===== config.mk =====
export PLATFORM = sky130hd
export DESIGN_NAME = sd_spi_cmd_engine
export DESIGN_NICKNAME = d
export VERILOG_FILES = /design/src/rtl/sd_spi_cmd_engine.sv
export SDC_FILE = /design/constraint.sdc
export NUM_CORES = 1
export LEC_CHECK = 0
export BUFFER_PORTS_ARGS = -buffer_cell sky130_fd_sc_hd__buf_4
export CORE_MARGIN = 2
export CORE_UTILIZATION = 55
export CTS_BUF_LIST = sky130_fd_sc_hd__clkbuf_8 sky130_fd_sc_hd__clkbuf_16
export DETAILED_ROUTE_END_ITERATION = 10
export PLACE_DENSITY_LB_ADDON = 0.25
export SYNTH_ARGS = -nofsm -noshare
export SYNTH_HDL_FRONTEND = slang
export SYNTH_SLANG_ARGS = --single-unit

===== constraint.sdc =====
create_clock -name input_clk -period 3.1 [get_ports input_clk]
set_input_delay 0.465 -clock input_clk [delete_from_list [all_inputs] [get_ports input_clk]]
set_output_delay 0.465 -clock input_clk [all_outputs]
set_load 0.01 [all_outputs]

===== src/rtl/sd_spi_cmd_engine.sv =====
// SD-card SPI-mode command engine: optional dummy clocks, 48-bit command, R1 poll, extra response bytes.
// Latency: about (INIT_CLKS + 48 + 8*polls + 8*(resp_len-1) + 8) SCLK periods. No backpressure: start is ignored while busy.
// SD_CRC7_GEN_EN selects a serial CRC7 generator instead of the fixed CRC byte table.
module sd_spi_cmd_engine #(
   parameter int CLK_DIV   = 2,
   parameter int INIT_CLKS = 80,
   parameter int NCR_MAX   = 8
) (
   input  logic        input_clk,
   input  logic        resend,
   input  logic        start,
   input  logic        init_req,
   input  logic [5:0]  cmd_index,
   input  logic [31:0] cmd_arg,
   input  logic [2:0]  resp_len,
   output logic        busy,
   output logic        done,
   output logic        timeout,
   output logic [7:0]  r1,
   output logic [39:0] response,
   output logic        SCLK,
   output logic        CS_bit,
   output logic        MOSI_bit,
   input  logic        MISO_bit
);

   typedef enum logic [2:0] {S_IDLE, S_INIT, S_SEND, S_POLL, S_READ, S_POST, S_DONE} state_t;

   localparam logic [15:0] DIV_LAST  = 16'(CLK_DIV - 1);
   localparam logic [15:0] INIT_LAST = 16'(INIT_CLKS - 1);
   localparam logic [7:0]  NCR_LAST  = 8'(NCR_MAX - 1);

   state_t       state_q, state_d;
   logic [15:0]  div_q, div_d;
   logic [15:0]  cnt_q, cnt_d;
   logic [7:0]   byte_q, byte_d;
   logic         sclk_q, sclk_d;
   logic         cs_q, cs_d;
   logic         mosi_q, mosi_d;
   logic [47:0]  tx_q, tx_d;
   logic [7:0]   rx_q, rx_d;
   logic [2:0]   len_q, len_d;
   logic [7:0]   r1_q, r1_d;
   logic [39:0]  resp_q, resp_d;
   logic         tmo_q, tmo_d;
   logic         active, tick, rise, fall;

   function automatic logic [2:0] clamp_len(input logic [2:0] l);
      if (l <= 3'd1) return 3'd1;
      if (l >= 3'd5) return 3'd5;
      return l;
   endfunction

`ifdef SD_CRC7_GEN_EN
   logic [6:0] crc_q, crc_d, crc_nx;
   // CRC byte is patched into tx_q once bit 39 leaves, so it is never needed at start.
   function automatic logic [7:0] start_crc(input logic [5:0] idx);
      return {idx[0], 7'd0} & 8'h00;
   endfunction
`else
   function automatic logic [7:0] start_crc(input logic [5:0] idx);
      case (idx)
         6'd0:    return 8'h95;
         6'd8:    return 8'h87;
         default: return 8'h01;
      endcase
   endfunction
`endif

   always_comb begin
      state_d = state_q;
      div_d   = 16'd0;
      cnt_d   = cnt_q;
      byte_d  = byte_q;
      sclk_d  = sclk_q;
      cs_d    = cs_q;
      mosi_d  = mosi_q;
      tx_d    = tx_q;
      rx_d    = rx_q;
      len_d   = len_q;
      r1_d    = r1_q;
      resp_d  = resp_q;
      tmo_d   = tmo_q;
`ifdef SD_CRC7_GEN_EN
      crc_d   = crc_q;
      crc_nx  = {crc_q[5:0], 1'b0} ^ ({7{tx_q[47] ^ crc_q[6]}} & 7'h09);
`endif
      active = (state_q != S_IDLE) && (state_q != S_DONE);
      tick   = (div_q == DIV_LAST);
      rise   = active && tick && !sclk_q;
      fall   = active && tick && sclk_q;
      if (active) div_d = tick ? 16'd0 : div_q + 16'd1;
      if (active && tick) sclk_d = ~sclk_q;
      if (rise) rx_d = {rx_q[6:0], MISO_bit};

      case (state_q)
         S_IDLE: begin
            if (start) begin
               len_d  = clamp_len(resp_len);
               tx_d   = {2'b01, cmd_index, cmd_arg, start_crc(cmd_index)};
               resp_d = 40'd0;
               tmo_d  = 1'b0;
               r1_d   = 8'hFF;
               cnt_d  = 16'd0;
               byte_d = 8'd0;
`ifdef SD_CRC7_GEN_EN
               crc_d  = 7'd0;
`endif
               if (init_req) begin
                  state_d = S_INIT;
                  cs_d    = 1'b1;
                  mosi_d  = 1'b1;
               end else begin
                  state_d = S_SEND;
                  cs_d    = 1'b0;
                  mosi_d  = 1'b0;
               end
            end
         end
         S_INIT: begin
            if (fall) begin
               if (cnt_q == INIT_LAST) begin
                  state_d = S_SEND;
                  cnt_d   = 16'd0;
                  cs_d    = 1'b0;
                  mosi_d  = tx_q[47];
               end else begin
                  cnt_d = cnt_q + 16'd1;
               end
            end
         end
         S_SEND: begin
            if (fall) begin
`ifdef SD_CRC7_GEN_EN
               if (cnt_q < 16'd40) crc_d = crc_nx;
`endif
               if (cnt_q == 16'd47) begin
                  state_d = S_POLL;
                  cnt_d   = 16'd0;
                  byte_d  = 8'd0;
                  mosi_d  = 1'b1;
               end else begin
                  cnt_d  = cnt_q + 16'd1;
                  tx_d   = {tx_q[46:0], 1'b0};
                  mosi_d = tx_q[46];
`ifdef SD_CRC7_GEN_EN
                  if (cnt_q == 16'd39) begin
                     tx_d[47:40] = {crc_nx, 1'b1};
                     mosi_d      = crc_nx[6];
                  end
`endif
               end
            end
         end
         S_POLL: begin
            if (fall) begin
               if (cnt_q == 16'd7) begin
                  cnt_d = 16'd0;
                  if (!rx_q[7]) begin
                     r1_d   = rx_q;
                     resp_d = {32'd0, rx_q};
                     byte_d = 8'd0;
                     if (len_q > 3'd1) begin
                        state_d = S_READ;
                     end else begin
                        state_d = S_POST;
                        cs_d    = 1'b1;
                     end
                  end else if (byte_q == NCR_LAST) begin
                     byte_d  = byte_q + 8'd1;
                     tmo_d   = 1'b1;
                     r1_d    = 8'hFF;
                     state_d = S_POST;
                     cs_d    = 1'b1;
                  end else begin
                     byte_d = byte_q + 8'd1;
                  end
               end else begin
                  cnt_d = cnt_q + 16'd1;
               end
            end
         end
         S_READ: begin
            if (fall) begin
               if (cnt_q == 16'd7) begin
                  cnt_d  = 16'd0;
                  resp_d = {resp_q[31:0], rx_q};
                  byte_d = byte_q + 8'd1;
                  if ((byte_q + 8'd1) == ({5'd0, len_q} - 8'd1)) begin
                     state_d = S_POST;
                     cs_d    = 1'b1;
                  end
               end else begin
                  cnt_d = cnt_q + 16'd1;
               end
            end
         end
         S_POST: begin
            if (fall) begin
               if (cnt_q == 16'd7) begin
                  state_d = S_DONE;
                  cnt_d   = 16'd0;
               end else begin
                  cnt_d = cnt_q + 16'd1;
               end
            end
         end
         S_DONE:  state_d = S_IDLE;
         default: state_d = S_IDLE;
      endcase
   end

   always_ff @(posedge input_clk or negedge resend) begin
      if (!resend) begin
         state_q <= S_IDLE;
         div_q   <= 16'd0;
         cnt_q   <= 16'd0;
         byte_q  <= 8'd0;
         sclk_q  <= 1'b0;
         cs_q    <= 1'b1;
         mosi_q  <= 1'b1;
         tx_q    <= 48'd0;
         rx_q    <= 8'hFF;
         len_q   <= 3'd1;
         r1_q    <= 8'hFF;
         resp_q  <= 40'd0;
         tmo_q   <= 1'b0;
`ifdef SD_CRC7_GEN_EN
         crc_q   <= 7'd0;
`endif
      end else begin
         state_q <= state_d;
         div_q   <= div_d;
         cnt_q   <= cnt_d;
         byte_q  <= byte_d;
         sclk_q  <= sclk_d;
         cs_q    <= cs_d;
         mosi_q  <= mosi_d;
         tx_q    <= tx_d;
         rx_q    <= rx_d;
         len_q   <= len_d;
         r1_q    <= r1_d;
         resp_q  <= resp_d;
         tmo_q   <= tmo_d;
`ifdef SD_CRC7_GEN_EN
         crc_q   <= crc_d;
`endif
      end
   end

   assign busy     = (state_q != S_IDLE) && (state_q != S_DONE);
   assign done     = (state_q == S_DONE);
   assign timeout  = tmo_q;
   assign r1       = r1_q;
   assign response = resp_q;
   assign SCLK     = sclk_q;
   assign CS_bit   = cs_q;
   assign MOSI_bit = mosi_q;

endmodule

==> impl_metrics.env <==
export IMPL_p_leak_nw=4.12
export IMPL_critPathLaunchType="register"
export IMPL_setup_viol=0
export IMPL_rr_worst_depth=7
export IMPL_design_core_area_um2=13200
export IMPL_area_growth_pct=21.2
export IMPL_dpl_cell_area_um2=8440
export IMPL_htree_num_levels=4
export IMPL_cts_root_buf="clkbuf_16"
export IMPL_yosysWarningCount=0
export IMPL_vdd_drop_max_mv=0.453
export IMPL_max_stage_delay_ns=0.43
export IMPL_postCtsHoldBufs=0
export IMPL_cp_arrival_ns=3.03
export IMPL_placementRows=42
export IMPL_drive_gt1_share_pct=22.0
export IMPL_crit_family="simple AND/OR/NAND/NOR gates"
export IMPL_setup_ws_ns=0.385
export IMPL_vias=6046
export IMPL_cts_sinks=154
export IMPL_ios=100
export IMPL_netlist_area_um2=7450
export IMPL_synth_top_area_cell="dfrtp_1"
export IMPL_worstReg2RegStart="cnt_q[0]$_DFFE_PN0P_"
export IMPL_crit_fanout=6
export IMPL_slew_violations=0
export IMPL_critical_path_cell_count=7
export IMPL_cts_made_buffers=17
export IMPL_synthCells=782
export IMPL_crit_path_cell_trace="ha_1, nor3b_1, nand4_2, nor3_4, o221ai_1, or2_0, o41ai_2"
export IMPL_multi_input_area_um2=3390
export IMPL_async_flop_share_pct=100
export IMPL_status="finished, final reports clean"
export IMPL_wl_per_cell_um=15.4
export IMPL_place_ws_ns=0.408
export IMPL_die_w_um=120
export IMPL_antenna_found_initial=0
export IMPL_cts_tree="yes"
export IMPL_io_buffers=99
export IMPL_ant_nets=0
export IMPL_fillerInstances=1031
export IMPL_dp_hpwl_um=11500
export IMPL_nets=929
export IMPL_setup_worst_path_end_class="register"
export IMPL_ys_ff_latch=154
export IMPL_seq_area_frac_synth_pct=52.0
export IMPL_worst_setup_path_type="register to register"
export IMPL_dr_first_iter_drc_count=482
export IMPL_dieArea_um2=14500
export IMPL_grt_max_degree=68
export IMPL_worst_pin_slew_ns=0.832
export IMPL_syn_area_per_cell_um2=9.53
export IMPL_setup_tns_ns=0
export IMPL_fp_dieH_um=120
export IMPL_finalCriticalPeriod_ns=2.71
export IMPL_post_drt_via_cell_ratio=5.68
export IMPL_slew_headroom_pct=44.6
export IMPL_grt_pass1_wl_um=27800
export IMPL_cpMaxStageDelayCell="nor3b_1"
export IMPL_drc=0
export IMPL_antenna_cells=0
export IMPL_gp_congestion=0.890
export IMPL_clk_insertion_delay_late_ns=0.43
export IMPL_synthTopCellsByCount="161 x nand2_1, 135 x dfrtp_1, 127 x o21ai_0"
export IMPL_post_synth_top_count_cell="nand2_1"
export IMPL_final_period_utilization_pct=87.6
export IMPL_seqCellArea_um2=3880
export IMPL_cp_buffers_inverters=0
export IMPL_synthesis_nets=835
export IMPL_cp_required_ns=3.42
export IMPL_hold_class="primary input to async pin"
export IMPL_start_util_pct=56.3
export IMPL_synth_edf_count=0
export IMPL_clockBufferDepth=2
export IMPL_grt_pass1_vias=5927
export IMPL_ys_top_cells_by_area="dfrtp_1 45%, o21ai_0 8.5%, nand2_1 8.1%"
export IMPL_crit_start="cnt_q[0]$_DFFE_PN0P_"
export IMPL_final_setup_skew_ns=0.0110
export IMPL_grtUsageTotal_pct=23.8
export IMPL_fmax_mhz=368
export IMPL_overflow=0
export IMPL_whs_ns=0.0139
export IMPL_ys_flop_type="dfrtp_1"
export IMPL_cap_violations=0
export IMPL_path_clk_slew_ns=0.06
export IMPL_synth_cell_type_count=62
export IMPL_drtPass1Iterations=5
export IMPL_power_density_nw_per_um2=843
export IMPL_ctsResizeCount=0
export IMPL_rsz0062_at_grt="false"
export IMPL_synth_top_area_share_pct=45.3
export IMPL_final_area_um2=9030
export IMPL_totalWireLength_um=16400
export IMPL_finalHoldViolations=0
export IMPL_post_cts_setup_buffers=0
==> path summary, 6_finish.rpt <==
check,endpoint,slack [ns]
setup / recovery,byte_q[5]$_DFFE_PN0P_,0.39
hold reg to reg,response[33]$_DFFE_PN0P_,0.48
hold / removal,byte_q[3]$_DFFE_PN0P_,0.01
max in group asynchronous,MOSI_bit$_DFFE_PN1P_,2.27
setup reg to reg,byte_q[5]$_DFFE_PN0P_,0.39
min in group input_clk,len_q[2]$_DFFE_PN0P_,0.27
==> placed cells by master (no fill, tap or decap), types with 10 or more instances in the layout <==
cell type    n
inv_1       12
clkbuf_16   17
xnor2_1     12
nor2_1      39
nand2b_1    13
dfstp_2     19
o31ai_1     10
nand3_1     16
dfrtp_1    135
nand2_1    161
buf_4      114
a21oi_1     23
mux2i_1     39
o21ai_0    127
==> where the power goes <==
part	switching, mW	total, mW	internal, mW
Combinational	1.53	2.61	1.08
Sequential	0.356	2.93	2.58
Clock	0.844	2.08	1.23
Total	2.73	7.62	4.89
==> worst reg2reg max path, cell delays in order, from the launching register on <==
cell and delay [ns]:
dfrtp_1 0.41, ha_1 0.22, nor3b_1 0.44, nand4_2 0.24
nor3_4 0.31, o221ai_1 0.23, or2_0 0.38, o41ai_2 0.38
==> final cells by class <==
cell class,instances,share of cell area (%)
timing repair buffer,117,10.0
sequential,154,42.9
clock buffer,19,5.01
tap,176,2.44
multi-input combinational,574,37.5
clock inverter,12,1.56
inverter,12,0.499
==> sequential cells by signal, summed over array words and instances, names as in the netlist <==
signal,count
div_q,16
r1,8
CS_bit,1
rx_q,8
len_q,3
SCLK,1
tx_q,48
timeout,1
response,40
cnt_q,16
byte_q,8
state_q,3
MOSI_bit,1
==> per-layer routing <==
metal | GRT usage (%) | wire length (um) | up-vias
met2 | 39.2 | 8210 | 154
met4 | 9.01 | 233 | 0
met5 | 0 | 0 | -
met3 | 4.76 | 788 | 24
met1 | 31.3 | 7190 | 2937
li1 | - | - | 2931
==> cell families (layout without fill, tap and decap cells) <==
group / count (synthesis) / in the layout / share of synthesized area [%]
AOI/OAI and AO/OA: 201 / 201 / 15.6
xor gates and xnor gates: 21 / 21 / 2.47
adders and majority gates: 7 / 7 / 1.18
buffers and inverters: 54 / 160 / 2.97
DFF: 154 / 154 / 52.0
muxes: 48 / 48 / 6.60
and+or+nand+nor: 297 / 297 / 19.1
==> metrics by stage <==
| stage | util (%) | power (mW) | instances |
|---|---|---|---|
| after detailed placement | 63.7 | 5.58 | 1033 |
| after CTS | 68.2 | 7.66 | 1064 |
| after floorplan | - | 4.74 | 782 |
| after global placement | 63.7 | 5.43 | 1033 |
| after global routing | 68.2 | 8.13 | 1064 |
| final | 68.2 | 7.62 | 1064 |
Power figures use the tool's default switching activity.
